<file path="config.mk">
export PLATFORM = sky130hd
export DESIGN_NAME = punc_fetch_unit
export DESIGN_NICKNAME = d
export VERILOG_FILES = /design/src/rtl/punc_fetch_unit_pkg.sv /design/src/rtl/punc_fetch_unit.sv
export SDC_FILE = /design/constraint.sdc
export NUM_CORES = 1
export LEC_CHECK = 0
export CORE_MARGIN = 2
export CORE_UTILIZATION = 50
export CTS_CLUSTER_SIZE = 14
export DETAILED_ROUTE_END_ITERATION = 6
export GPL_TIMING_DRIVEN = 0
export HOLD_SLACK_MARGIN = 0.1
export PLACE_DENSITY = 0.88
export SETUP_SLACK_MARGIN = 0.05
export SLEW_MARGIN = 10
export SYNTH_ARGS = -nofsm -noshare
export SYNTH_HDL_FRONTEND = slang
export SYNTH_SLANG_ARGS = --single-unit
</file>
<file path="constraint.sdc">
create_clock -name clk -period 3.1 [get_ports clk]
set_input_delay 0.31 -clock clk [delete_from_list [all_inputs] [get_ports clk]]
set_output_delay 0.31 -clock clk [all_outputs]
set_load 0.05 [all_outputs]
</file>
<file path="src/rtl/punc_fetch_unit_pkg.sv">
`default_nettype none
// ============================================================================
// punc_fetch_unit_pkg : shared widths, reset PC and LC-3 opcode field defines
// Rev 1.0 : initial release
// ============================================================================
package punc_fetch_unit_pkg;

  localparam int unsigned ADDR_W_DEF   = 16;
  localparam int unsigned DATA_W_DEF   = 16;
  localparam logic [15:0] RESET_PC_DEF = 16'h3000;

  // Opcode field position and the change-of-flow opcodes that cause redirects
  localparam int unsigned OC_HI   = 15;
  localparam int unsigned OC_LO   = 12;
  localparam logic [3:0]  OC_BR   = 4'b0000;
  localparam logic [3:0]  OC_JSR  = 4'b0100;
  localparam logic [3:0]  OC_JMP  = 4'b1100;
  localparam logic [3:0]  OC_TRAP = 4'b1111;

endpackage
`default_nettype wire

</file>
<file path="src/rtl/punc_fetch_unit.sv">
`default_nettype none
// ============================================================================
// punc_fetch_unit : LC-3 instruction fetch with redirect squash and halt
// Rev 1.0 : initial release
// ============================================================================
module punc_fetch_unit
  import punc_fetch_unit_pkg::*;
#(
  parameter int unsigned       ADDR_W   = ADDR_W_DEF,
  parameter int unsigned       DATA_W   = DATA_W_DEF,
  parameter logic [ADDR_W-1:0] RESET_PC = ADDR_W'(RESET_PC_DEF)
) (
  input  logic              clk,
  input  logic              rst,
  output logic              mem_req,
  output logic [ADDR_W-1:0] mem_addr,
  input  logic              mem_ack,
  input  logic [DATA_W-1:0] mem_rdata,
  output logic              ir_valid,
  output logic [DATA_W-1:0] ir,
  output logic [ADDR_W-1:0] ir_pc,
  output logic [ADDR_W-1:0] npc,
  input  logic              ir_ready,
  input  logic              redirect,
  input  logic [ADDR_W-1:0] redirect_pc,
  input  logic              halt
);

  typedef enum logic [1:0] {
    S_FETCH  = 2'd0,
    S_HOLD   = 2'd1,
    S_HALTED = 2'd2
  } state_e;

  state_e            state_q, state_d;
  logic [ADDR_W-1:0] pc_q, pc_d;
  logic [ADDR_W-1:0] pc_next_q, pc_next_d;
  logic              squash_q, squash_d;
  logic              halt_pend_q, halt_pend_d;
  logic [DATA_W-1:0] ir_q, ir_d;
  logic [ADDR_W-1:0] ir_pc_q, ir_pc_d;
  logic              ir_valid_q, ir_valid_d;

  assign mem_req  = (state_q == S_FETCH);
  assign mem_addr = pc_q;
  assign ir_valid = ir_valid_q;
  assign ir       = ir_q;
  assign ir_pc    = ir_pc_q;
  assign npc      = ir_pc_q + ADDR_W'(1);

  always_ff @(posedge clk) begin
    if (rst) begin
      state_q     <= S_FETCH;
      pc_q        <= RESET_PC;
      pc_next_q   <= RESET_PC;
      squash_q    <= 1'b0;
      halt_pend_q <= 1'b0;
      ir_q        <= '0;
      ir_pc_q     <= '0;
      ir_valid_q  <= 1'b0;
    end else begin
      state_q     <= state_d;
      pc_q        <= pc_d;
      pc_next_q   <= pc_next_d;
      squash_q    <= squash_d;
      halt_pend_q <= halt_pend_d;
      ir_q        <= ir_d;
      ir_pc_q     <= ir_pc_d;
      ir_valid_q  <= ir_valid_d;
    end
  end

  always_comb begin
    state_d     = state_q;
    pc_d        = pc_q;
    pc_next_d   = pc_next_q;
    squash_d    = squash_q;
    halt_pend_d = halt_pend_q;
    ir_d        = ir_q;
    ir_pc_d     = ir_pc_q;
    ir_valid_d  = ir_valid_q;

    case (state_q)
      S_FETCH: begin
        if (mem_ack) begin
          squash_d    = 1'b0;
          halt_pend_d = 1'b0;
          if (halt || halt_pend_q) begin
            state_d    = S_HALTED;
            ir_valid_d = 1'b0;
          end else if (redirect) begin
            pc_d = redirect_pc;
          end else if (squash_q) begin
            pc_d = pc_next_q;
          end else begin
            ir_d       = mem_rdata;
            ir_pc_d    = pc_q;
            pc_d       = pc_q + ADDR_W'(1);
            ir_valid_d = 1'b1;
            state_d    = S_HOLD;
          end
        end else if (halt) begin
          halt_pend_d = 1'b1;
        end else if (redirect) begin
          // The in-flight request cannot be cancelled; remember where to go.
          pc_next_d = redirect_pc;
          squash_d  = 1'b1;
        end
      end
      S_HOLD: begin
        if (halt) begin
          state_d    = S_HALTED;
          ir_valid_d = 1'b0;
        end else if (redirect) begin
          pc_d       = redirect_pc;
          ir_valid_d = 1'b0;
          state_d    = S_FETCH;
        end else if (ir_ready) begin
          ir_valid_d = 1'b0;
          state_d    = S_FETCH;
        end
      end
      S_HALTED: begin
        ir_valid_d = 1'b0;
      end
      default: begin
        state_d    = S_HALTED;
        ir_valid_d = 1'b0;
      end
    endcase
  end

endmodule
`default_nettype wire

</file>
Yosys cells after proc, flatten, opt, wreduce, memory -nomap -nowiden
Index checks and enable logic that the tools add are counted.
{"block": "op_classes", "mux": 28, "n_eq_ne": 10, "n_mul": 0, "bitwise": 6, "reduce_logical": 12, "n_shift": 0, "n_lt_le_gt_ge": 0, "addsub": 2, "div_mod_pow": 0}
{"operator": "$mux 16", "n": 6}
{"operator": "$add 16x1->16 const B", "n": 2}
{"operator": "$pmux 16 s2", "n": 1}
{"operator": "$reduce_and 5->1", "n": 3}
{"operator": "$mux 2", "n": 7}
{"operator": "$mux 1", "n": 12}
{"operator": "$ne 2x2->1 const B", "n": 4}
{"operator": "$reduce_and 4->1", "n": 2}
{"operator": "$ne 3x2->1 const B", "n": 2}
{"operator": "$not 1->1", "n": 6}
{"operator": "$pmux 2 s3", "n": 1}
{"operator": "$reduce_bool 2->1", "n": 3}
{"operator": "$ne 4x4->1 const B", "n": 1}
{"operator": "$reduce_and 3->1", "n": 1}
{"operator": "$eq 2x1->1 const B", "n": 1}
{"operator": "$eq 2x2->1 const B", "n": 1}
{"operator": "$logic_not 2->1", "n": 1}
{"operator": "$ne 2x1->1 const B", "n": 1}
{"operator": "$pmux 1 s2", "n": 1}
{"operator": "$reduce_and 2->1", "n": 1}
{"operator": "$logic_or 1x1->1", "n": 1}
{"block": "word_totals", "regBits": 69, "out_inout_bits": 66, "input_bits": 38, "n_memories": 0, "romBits": 0, "elab_cells": 66, "mem_bits_rw": 0, "latch_bits": 0}

Longest topological paths before layout
{"block": "depth", "depth_word": 6, "depth_mapped": 7, "depth_no_buf": 6}

Worst setup path after synthesis
No wires, ideal clock.
{"block": "synth_timing", "kind": "reg2out", "from": "reg ir_pc_q[0] (netlist: ir_pc[0])", "to": "out npc[14]", "t_required_ns": 2.790, "t_arrival_ns": 2.345, "path_stages_with_launch": 6, "path_buffers": 0, "path_slack_ns": 0.445, "path_cell_list": "dfxtp_1 -> ha_1 -> and2_1 -> and4_1 -> nand4_1 -> xnor2_1"}
{"block": "synth_between", "elab_chain_cells": 1}
{"item": "start, declared", "line_no": "punc_fetch_unit.sv:41", "rtl": "logic [ADDR_W-1:0] ir_pc_q, ir_pc_d;"}
{"item": "start signal, assigned", "line_no": "punc_fetch_unit.sv:68", "rtl": "ir_pc_q <= ir_pc_d;"}
{"item": "$add 16x1->16", "line_no": "punc_fetch_unit.sv:49", "rtl": "assign npc = ir_pc_q + ADDR_W'(1);"}
{"item": "end, declared", "line_no": "punc_fetch_unit.sv:22", "rtl": "output logic [ADDR_W-1:0] npc,"}
No other way between the ends.

Worst setup path after layout
Ends and elaborated chain as after synthesis.

==> results.json <==
{
  "status": "complete, no violations",
  "hold_viol_final": 0,
  "synth_warnings": 0,
  "num_io_pins": 104,
  "worstSetupStartpoint": "ir_pc[0]",
  "worstMarginPinSlew_ns": 0.581,
  "synth-seq-cells": 69,
  "cap_violations": 0,
  "r2r_cells": 6,
  "start_kind": "flop",
  "grt_pass1_wl_mm": 15.5,
  "clock_latency_ns": 0.34,
  "required_ns": 2.79,
  "cts_hold_buf": 0,
  "core_area_um2": 6390,
  "diodes": 0,
  "drt_pass1_iterations": 6,
  "drt_iter0_markers": 401,
  "power.density_nw_per_um2": 443,
  "cts_max_path_buffers": 2,
  "layout_common_cells": "121 x nand2_1, 102 x clkdlybuf4s50_1, 69 x dfxtp_1",
  "crit_fanout": 7,
  "antenna_found_initial": 0,
  "synth_cell_types": 50,
  "r2r_slack_ns": 0.93,
  "ys_seq_area_frac": 0.414,
  "rsz0062_at_grt": "no",
  "syn-instance-count": 441,
  "areaGrowthSynthToFinish_pct": 39.3,
  "num-fill-cells": 512,
  "grt_max_degree": 12,
  "tns_ns": 0,
  "fp.dieArea_um2": 7340,
  "synth_ff_type": "dfxtp_1",
  "avgSynthCellArea_um2": 7.56,
  "synth-async-reset-ratio": 0,
  "min_to": "pc_next_q[0]",
  "crit_arrival_ns": 2.65,
  "sequential_cell_area_um2": 1380,
  "drc": 0,
  "hold_depth": 2,
  "p_leak_nw": 1.59,
  "drv_slew": 0,
  "rows": 29,
  "dr_wl_met2_mm": 4.60,
  "gp_congestion": 0.901,
  "h-tree-depth": 3,
  "clk_pin_slew_ns": 0.07,
  "dr.max_layer_used": "met4",
  "vias": 3587,
  "fin_worst_skew_ns": 0.00871,
  "max_freq_ghz": 0.338,
  "wire_per_inst_um": 15.0,
  "ant_nets": 0,
  "end_kind": "output port",
  "cts_buffers": 9,
  "cts_tree": "yes",
  "wl_met1_mm": 3.90,
  "io_buffer_count": 102,
  "final_nets": 594,
  "slew_headroom": 0.613,
  "routed_wl_mm": 9.53,
  "fin_crit_sh": 0.954,
  "cts_resized": 0,
  "drive_gt1_frac": 0.0555,
  "design_area_um2": 4650,
  "die_w_um": 85.7,
  "placed_area_um2": 4450,
  "die_h_um": 85.7,
  "post_cts.repair.setup_buffers": 0,
  "worstReg2RegStart": "mem_addr[0]",
  "finalPower_mw": 2.06,
  "min_from": "pc_next_q[0]",
  "synth_edf_count": 0,
  "synth_nets": 481,
  "clock-sinks": 69,
  "hold_path.class": "reg -> reg",
  "path_class": "reg -> out",
  "wl_met3_um": 816,
  "timing.rr.end": "mem_addr[14]",
  "ir_worst_vdd_v": 0.000396,
  "layout_commonest_cell": "nand2_1",
  "initial_core_util": 0.522,
  "cts_root_buf": "clkbuf_8",
  "grt_remaining_overflow": 0,
  "hold_slack_ns": 0.456,
  "final.min_clock_period_ns": 2.96,
  "dpl.hpwl_mm": 7.10,
  "grt_pass1_vias": 3274,
  "multi_input_area_um2": 1800,
  "synth_area_um2": 3340,
  "grt_util_all_layers": 0.261,
  "setup-violations-final": 0,
  "via_per_inst": 5.64
}
worst max-delay path, stage by stage (launching register included):
cell and delay [ns]:
dfxtp_1 0.48, ha_1 0.26, and2_1 0.20, and4_1 0.27, nand4_1 0.13, xnor2_1 0.16, clkdlybuf4s50_1 0.82
where the power goes:
group	total [mW]	internal [mW]	switching [mW]	leakage (nW)
Clock	0.726	0.392	0.334	0.0964
Combinational	0.379	0.146	0.233	0.938
Sequential	0.955	0.919	0.0360	0.560
metrics by stage:
step / utilization / std cells / worst slack, ns
6_report: 0.727 / 636 / 0.144
5_1_grt: 0.727 / 636 / 0.0621
4_1_cts: 0.727 / 636 / 0.144
3_5_place_dp: 0.697 / 620 / 0.506
3_3_place_gp: 0.697 / 620 / 0.536
2_1_floorplan: - / 441 / 0.445
logic make-up (layout without fill, tap and decap cells):
family	after synthesis	after routing	synth area share
AO/OA/AOI/OAI	109	109	0.189
XOR/XNOR	22	22	0.0578
adder cells (fa/ha/maj)	2	2	0.00750
buffers and inverters	33	151	0.0469
flip-flops	69	69	0.414
multiplexers	3	3	0.00900
AND/OR/NAND/NOR	203	203	0.276
Yosys cell counts (5+ instances only):
cell,n,area (um2)
a211oi_1,6,45.0
a21oi_1,65,325
and3_1,8,50.1
buf_2,5,25.0
clkbuf_1,20,75.1
dfxtp_1,69,1380
nand2_1,121,454
nand3_1,19,95.1
nand4_1,6,37.5
nor2_1,18,67.6
nor3_1,8,40.0
o21ai_0,15,75.1
xnor2_1,16,140
xor2_1,6,52.6
worst max-delay path by stage:
stage               cells after the start            to
finish                                  6       npc[14]
global route                            6       npc[14]
CTS                                     6       npc[14]
detailed placement                      7  mem_addr[12]
global placement                        7  mem_addr[12]
floorplan                               5       npc[14]
area by class of cell:
type                            instances  area share
Tap cell                               77      0.0207
Clock buffer                           12      0.0312
Sequential cell                        69       0.297
Buffer                                 30      0.0312
Inverter                                3     0.00242
Timing Repair Buffer                  102       0.220
Clock inverter                          4      0.0102
Multi-Input combinational cell        339       0.387
per-layer routing:
layer	global-route usage	up-vias
li1	-	1762
met1	0.336	1622
met2	0.423	184
met3	0.0529	19
met4	0.121	0
met5	0	-
sequential cells by signal (all words and copies together), names as in the netlist:
name and count:
state_q 2, ir_valid 1, pc_next_q 16, mem_addr 16, ir_pc 16, halt_pend_q 1
ir 16, squash_q 1
(Power assumes the default switching activity.)
